[src/rtl/sha3_scan_request_loader_if.sv]
// Host-link word stream into the scan request loader: 32-bit data with
// valid/ready/last framing.
interface sha3_scan_request_loader_if;
  logic [31:0] in_data;
  logic        in_valid;
  logic        in_last;
  logic        in_ready;

  modport master (output in_data, output in_valid, output in_last, input in_ready);
  modport slave  (input in_data, input in_valid, input in_last, output in_ready);
endinterface

[src/rtl/sha3_scan_request_loader.sv]
// Assembles framed scan jobs into a shadow block template/threshold and commits
// them to the SHA3 scanner with a one-cycle start pulse when the scanner is idle.
module sha3_scan_request_loader #(
  parameter logic [31:0] MAGIC         = 32'h53484133,
  parameter int          COUNTER_WIDTH = 16
) (
  input  logic                     clk,
  input  logic                     rst,
  sha3_scan_request_loader_if.slave in_bus,
  input  logic                     scanner_ready,
  output logic                     ostart,
  output logic [767:0]             oblock_template,
  output logic [63:0]              othreshold,
  output logic                     opending,
  output logic [COUNTER_WIDTH-1:0] oframes_ok,
  output logic [COUNTER_WIDTH-1:0] oframes_bad
);

  typedef enum logic [1:0] {
    s_hunt,
    s_collect,
    s_pending,
    s_start
  } state_t;

  localparam logic [COUNTER_WIDTH-1:0] CNT_MAX = '1;
  localparam logic [COUNTER_WIDTH-1:0] CNT_ONE = {{(COUNTER_WIDTH-1){1'b0}}, 1'b1};

  state_t             state;
  logic [4:0]         word_cnt;
  logic [23:0][31:0]  shadow_template;
  logic [63:0]        shadow_threshold;
  logic               in_ready_q;
  logic               xfer;

  assign in_bus.in_ready = in_ready_q;
  assign xfer            = in_bus.in_valid & in_ready_q;

  // in_ready and opending are registered alongside the state so every output
  // comes straight from a flop; in_ready stays low for the first cycle after reset.
  always_ff @(posedge clk or posedge rst) begin
    if (rst) begin
      state            <= s_hunt;
      word_cnt         <= 5'd0;
      shadow_template  <= '0;
      shadow_threshold <= '0;
      in_ready_q       <= 1'b0;
      ostart           <= 1'b0;
      opending         <= 1'b0;
      oblock_template  <= '0;
      othreshold       <= '0;
      oframes_ok       <= '0;
      oframes_bad      <= '0;
    end else begin
      case (state)
        s_hunt: begin
          in_ready_q <= 1'b1;
          if (xfer) begin
            if (in_bus.in_data == MAGIC && !in_bus.in_last) begin
              state    <= s_collect;
              word_cnt <= 5'd1;
            end else if (oframes_bad != CNT_MAX) begin
              oframes_bad <= oframes_bad + CNT_ONE;
            end
          end
        end

        s_collect: begin
          if (xfer) begin
            if (word_cnt == 5'd26) begin
              shadow_threshold[63:32] <= in_bus.in_data;
              if (in_bus.in_last) begin
                state      <= s_pending;
                in_ready_q <= 1'b0;
                opending   <= 1'b1;
              end else begin
                state    <= s_hunt;
                word_cnt <= 5'd0;
                if (oframes_bad != CNT_MAX) oframes_bad <= oframes_bad + CNT_ONE;
              end
            end else if (in_bus.in_last) begin
              state    <= s_hunt;
              word_cnt <= 5'd0;
              if (oframes_bad != CNT_MAX) oframes_bad <= oframes_bad + CNT_ONE;
            end else begin
              if (word_cnt == 5'd25) shadow_threshold[31:0] <= in_bus.in_data;
              else shadow_template[word_cnt - 5'd1] <= in_bus.in_data;
              word_cnt <= word_cnt + 5'd1;
            end
          end
        end

        s_pending: begin
          if (scanner_ready) begin
            oblock_template <= shadow_template;
            othreshold      <= shadow_threshold;
            ostart          <= 1'b1;
            opending        <= 1'b0;
            state           <= s_start;
            if (oframes_ok != CNT_MAX) oframes_ok <= oframes_ok + CNT_ONE;
          end
        end

        s_start: begin
          ostart     <= 1'b0;
          state      <= s_hunt;
          word_cnt   <= 5'd0;
          in_ready_q <= 1'b1;
        end

        default: begin
          state      <= s_hunt;
          word_cnt   <= 5'd0;
          in_ready_q <= 1'b1;
        end
      endcase
    end
  end

endmodule

[src/flat_wrapper.sv]
// flat-port wrapper written by rule: the top's interface ports become plain ports
module sha3_scan_request_loader_flat 
#(
  parameter logic [31:0] MAGIC         = 32'h53484133,
  parameter int          COUNTER_WIDTH = 16
)
  (clk, rst, scanner_ready, ostart, oblock_template, othreshold, opending, oframes_ok, oframes_bad, in_bus_in_data, in_bus_in_valid, in_bus_in_last, in_bus_in_ready);
  sha3_scan_request_loader_if in_bus_i ();
  input  logic clk;
  input  logic rst;
  input  logic scanner_ready;
  output logic ostart;
  output logic [767:0] oblock_template;
  output logic [63:0] othreshold;
  output logic opending;
  output logic [COUNTER_WIDTH-1:0] oframes_ok;
  output logic [COUNTER_WIDTH-1:0] oframes_bad;
  input wire logic [$bits(in_bus_i.in_data)-1:0] in_bus_in_data;
  input wire logic [$bits(in_bus_i.in_valid)-1:0] in_bus_in_valid;
  input wire logic [$bits(in_bus_i.in_last)-1:0] in_bus_in_last;
  output wire logic [$bits(in_bus_i.in_ready)-1:0] in_bus_in_ready;
  assign in_bus_i.in_data = in_bus_in_data;
  assign in_bus_i.in_valid = in_bus_in_valid;
  assign in_bus_i.in_last = in_bus_in_last;
  assign in_bus_in_ready = in_bus_i.in_ready;
  sha3_scan_request_loader #(.MAGIC(MAGIC), .COUNTER_WIDTH(COUNTER_WIDTH)) u_core (.clk(clk), .rst(rst), .in_bus(in_bus_i), .scanner_ready(scanner_ready), .ostart(ostart), .oblock_template(oblock_template), .othreshold(othreshold), .opending(opending), .oframes_ok(oframes_ok), .oframes_bad(oframes_bad));
endmodule
[config.mk]
export PLATFORM = sky130hd
export DESIGN_NAME = sha3_scan_request_loader_flat
export DESIGN_NICKNAME = d
export VERILOG_FILES = /design/src/rtl/sha3_scan_request_loader_if.sv /design/src/rtl/sha3_scan_request_loader.sv /design/src/flat_wrapper.sv
export SDC_FILE = /design/constraint.sdc
export NUM_CORES = 2
export LEC_CHECK = 0
export ABC_AREA = 1
export CORE_ASPECT_RATIO = 0.9
export CORE_MARGIN = 4
export CORE_UTILIZATION = 33
export DETAILED_ROUTE_END_ITERATION = 10
export SLEW_MARGIN = 10
export SYNTH_ARGS = -nofsm -noshare
export SYNTH_HDL_FRONTEND = slang
export SYNTH_SLANG_ARGS = --single-unit
export TNS_END_PERCENT = 5
[constraint.sdc]
create_clock -name clk -period 77.7 [get_ports clk]
set_clock_uncertainty 0.2 [all_clocks]
set_input_delay 15.54 -clock clk [delete_from_list [all_inputs] [get_ports clk]]
set_output_delay 15.54 -clock clk [all_outputs]
set_load 0.02 [all_outputs]
; ---- After elaboration in Yosys (flattened, before gate mapping)
; Index checks and enable logic that the tools add are counted.
[word_totals]
output_inout_bits = 867
wordCells = 120
reg_bits = 1706
inputBits = 37
[classes]
n_addsub = 4
n_reduce_logical = 21
n_mux = 37
eq_ne = 17
bitwise_logic = 4
magnitude_cmp = 2
[op_table]
columns = cell, count
row1 = $bwmux 768, 1
row2 = $demux 32 s5, 1
row3 = $mux 16, 7
row4 = $add 16x1->16 const B, 2
row5 = $eq 32x31->1 const B, 1
row6 = $mux 32, 1
row7 = $ne 16x16->1 const B, 2
row8 = $pmux 16 s2, 1
row9 = $mux 5, 6
row10 = $reduce_and 5->1, 5
row11 = $pmux 5 s3, 1
row12 = $mux 2, 7
row13 = $eq 5x5->1 const B, 2
row14 = $mux 1, 8
row15 = $ne 2x1->1 const B, 4
row16 = $pmux 2 s4, 1
row17 = $reduce_bool 2->1, 4
row18 = $lt 5x6->1 const B, 1
row19 = $ne 2x2->1 const B, 3
row20 = $pmux 1 s2, 3
row21 = $reduce_and 3->1, 2
row22 = $reduce_and 6->1, 1
row23 = $add 5x1->5 const B, 1
row24 = $ge 5x1->1 const B, 1
row25 = other kinds (14), 19

; ---- Depth between registers and ports, before layout
[depth]
ltp_word = 6
ltp_mapped = 14
mapped_depth_nobuf = 12

; ---- Worst setup path after synthesis
; OpenSTA, ideal clock, no wires.
[synth_path]
path_type = input to register
from = input in_bus_in_data[17]
to = register u_core.oframes_bad[4]
t_arrival_ns = 16.794
t_required_ns = 77.434
setup_slack_ns = 60.639
n_path_buf = 1
path_stages = 12
setup_time_ns = 0.066
cell_sequence = inv_1 > nand2_1 > nor2_1 > nand2_1 > nor2_1 > nand3_1 > nand2_1 > nand2_1 > nand2_1 > buf_2 > nand2_1 > nand2_1
[synth_between]
elab_chain_cells = 4
[synth_lines]
columns = element, line
row1 = start: declaration, flat_wrapper.sv:18  ; input wire logic [$bits(in_bus_i.in_data)-1:0] in_bus_in_data;
row2 = $eq 32x31->1, sha3_scan_request_loader.sv:59  ; if (in_bus.in_data == MAGIC && !in_bus.in_last) begin
row3 = $logic_and 1x1->1, sha3_scan_request_loader.sv:59
row4 = $ne 2x2->1 (no line), --
row5 = $reduce_and 6->1 (no line), --
row6 = end signal: assignment, sha3_scan_request_loader.sv:63  ; oframes_bad <= oframes_bad + CNT_ONE;
row7 = end signal: assignment, sha3_scan_request_loader.sv:79  ; if (oframes_bad != CNT_MAX) oframes_bad <= oframes_bad + CNT_ONE;
row8 = end signal: assignment, sha3_scan_request_loader.sv:84  ; if (oframes_bad != CNT_MAX) oframes_bad <= oframes_bad + CNT_ONE;
row9 = end: declaration, sha3_scan_request_loader.sv:16  ; output logic [COUNTER_WIDTH-1:0] oframes_bad
; No other way between the ends.
; A chain may end at the register's enable or synchronous reset.

==> out/metrics.cfg <==
[setup_path]
critPathMaxFanout = 122
path_cells = clkdlybuf4s50_1, inv_8, buf_4, buf_4, buf_4, buf_4, buf_4, buf_4
slowest_stage = buf_4
crit_top_cell = buf_4
worstPathArrival_ns = 21.92
start_kind = input pin
critPathMaxStageDelay_ns = 0.90
cp.required_ns = 78.33
critical_path_class = in -> async
reg2reg_setup_slack_ns = 72.36
end_kind = asynchronous set/reset pin

[placed_design]
gp_congestion = 0.827
placed_area_um2 = 74400
hpwl_um = 132000
place_ws_ns = 55.19
port_buffers = 903

[routing]
wl_met3_um = 13700
routed_wl_um = 218000
vias_per_cell = 4.81
drtIter0Drc = 4817
first_pass_iters = 6
remaining_drc_errors = 0
route.met2.wl_um = 102000
avgRoutedWirePerCell_um = 21.6
antenna_left = 0
drt-met1-wl_um = 93100
top_layer_used = met5
vias = 48620

[floorplan]
dieArea_um2 = 201000
die_y_um = 426
io_pins = 904
initial_core_util = 0.333
rows = 152
coreArea_um2 = 192000
die_w_um = 472

[sta]
setup_violations = 0
finalCritPeriodShare = 0.274
setup_ws_ns = 56.41
max_freq_mhz = 47.0
maxSlewViolCount = 0
tightest_slew_ns = 1.20
tns_ns = 0
relSlewSlack = 0.201
min_period_ns = 21.29
rsz0062_at_grt = false
hold_viol = 0

[synthesis]
synth_top_area_share = 0.668
ys.flop_type = dfrtp_1
yosys-top-cells-area = dfrtp_1 (67%), nand2_1 (20%), o21ai_1 (6.0%)
synthCells = 6678
synth_edf_count = 0
synth-seq-cells = 1706
syn_area_per_cell_um2 = 9.57
ys_seq_area_frac = 0.668
synth_commonest_cells = nand2_1 (3444), dfrtp_1 (1706), o21ai_1 (768), clkbuf_1 (259), buf_6 (97)
yosysMostFrequentCell = nand2_1
yosys.area.top_type = dfrtp_1
ys_types = 29
syn-cell-area_um2 = 63900
async_reset_ff_frac = 1.00
ys_warn_count = 0
syn_nets = 6726

[global_route]
grtUsageTotal = 0.214
grt_max_degree = 225
grt-ovfl-total = 0
antenna_found_initial = 12
grt_pass1_wl_um = 321000
grt_pass1_vias = 46929

[clock_tree]
cts_hold_buf = 0
clock_path_buffers = 3
cts_root_buffer = clkbuf_16
cts_resized = 0
clk_pin_slew_worst_paths_ns = 0.06
cts_tree = yes
clock_latency_ns = 0.82
numCtsBuffers = 177
cts.sinks = 1706
htreeDepth = 4
cts_setup_buffers = 0

[power]
ir_drop_mv = 0.0226
p_int_mw = 1.39
powerDensity_nw_per_um2 = 22.5
pwr-share-comb = 0.031
p_leak_nw = 40.3
clkPwrFrac = 0.475
power.net_switching_mw = 0.413
power_frac_seq = 0.494
p_sw_frac = 0.229

[run]
cap_violations = 0

[finish]
drive_above_1_share = 0.0549
final_core_util = 0.419
areaGrowthSynthToFinish_pct = 25.6
fin_nets = 7467
fin_area_um2 = 80300

[run_status]
outcome = complete, no violations

[hold_path]
hold_path.class = reg -> reg

power by group through the flow:
stage / clock network, mW / logic (mW) / registers, mW
floorplan: 0 / 0.0265 / 0.912
global placement: 0 / 0.0569 / 0.909
detailed placement: 0 / 0.0576 / 0.909
CTS: 0.874 / 0.0578 / 0.893
global route: 0.912 / 0.0614 / 0.892
finish: 0.858 / 0.0558 / 0.893
path summary, 6_finish.rpt:
| check | depth (start not counted) | startpoint | end |
|---|---|---|---|
| max in group clk | 8 | scanner_ready | u_core.oblock_template[30]$_DFFE_PP0P_ |
| min in group asynchronous | 2 | rst | u_core.othreshold[43]$_DFFE_PP0P_ |
| worst max register to register | 9 | u_core.state[0]$_DFFE_PP0P_ | u_core.oblock_template[30]$_DFFE_PP0P_ |
| worst min register to register | 2 | u_core.shadow_template[616]$_DFFE_PP0P_ | u_core.oblock_template[616]$_DFFE_PP0P_ |
| worst max-delay path | 8 | rst | u_core.oblock_template[493]$_DFFE_PP0P_ |
| worst min-delay path | 2 | u_core.shadow_template[616]$_DFFE_PP0P_ | u_core.oblock_template[616]$_DFFE_PP0P_ |
kinds of logic after synthesis:
group / count (synthesis) / share of synthesized area
simple gates: 3590 / 0.217
flops: 1706 / 0.668
compound gates: 849 / 0.0665
buf+inv: 488 / 0.0411
xor+xnor: 34 / 0.00495
fa+ha+maj: 11 / 0.00215
stage by stage:
step	std cells	power, mW	hold slack, ns
after CTS	10098	1.82	0.247
after detailed placement	9780	0.966	0.251
after global routing	10100	1.87	0.263
after floorplan	6678	0.939	0.242
after global placement	9780	0.966	0.249
final	10103	1.81	0.233
per-layer routing:
layer	track usage	vias up
met3	0.0411	388
met2	0.342	1675
met1	0.288	24179
met4	0.0833	2
li1	-	22376
met5	0	-
registers in the layout (all words and copies together) (netlist names), named ones only:
signal                   count
u_core.shadow_template     768
u_core.opending              1
u_core.ostart                1
u_core.word_cnt              5
u_core.state                 1
u_core.oblock_template     768
u_core.othreshold           64
u_core.oframes_bad          16
u_core.oframes_ok           16
u_core.in_bus.in_ready       1
u_core.shadow_threshold     64
final cells by class:
cell class | instances | area (um^2)
diodes | 4 | 10.0
multi-input cells | 4484 | 18600
clock buffers | 274 | 5300
inverters | 76 | 300
fillers | 18619 | 111000
repair buffers | 974 | 9630
flip-flops and latches | 1706 | 42700
well taps | 2541 | 3180
clock inverters | 44 | 587
cell usage in the layout, fill, tap and decap left out, drive strengths merged, types with 8 or more instances in the layout:
cell type / Yosys / routed
buf: 153 / 71
clkbuf: 259 / 274
clkdlybuf4s50: 0 / 903
clkinv: 0 / 32
dfrtp: 1706 / 1706
ha: 11 / 11
inv: 76 / 81
nand2: 3468 / 3468
nand3: 45 / 45
nand4: 9 / 9
nor2: 55 / 55
nor3: 8 / 8
o21ai: 847 / 847
xnor2: 10 / 10
xor2: 24 / 24
worst max-delay path: cells and delay by family:
family                 cells  cell delay, ns
buffers and inverters      8            6.10
(Power assumes the default switching activity.)
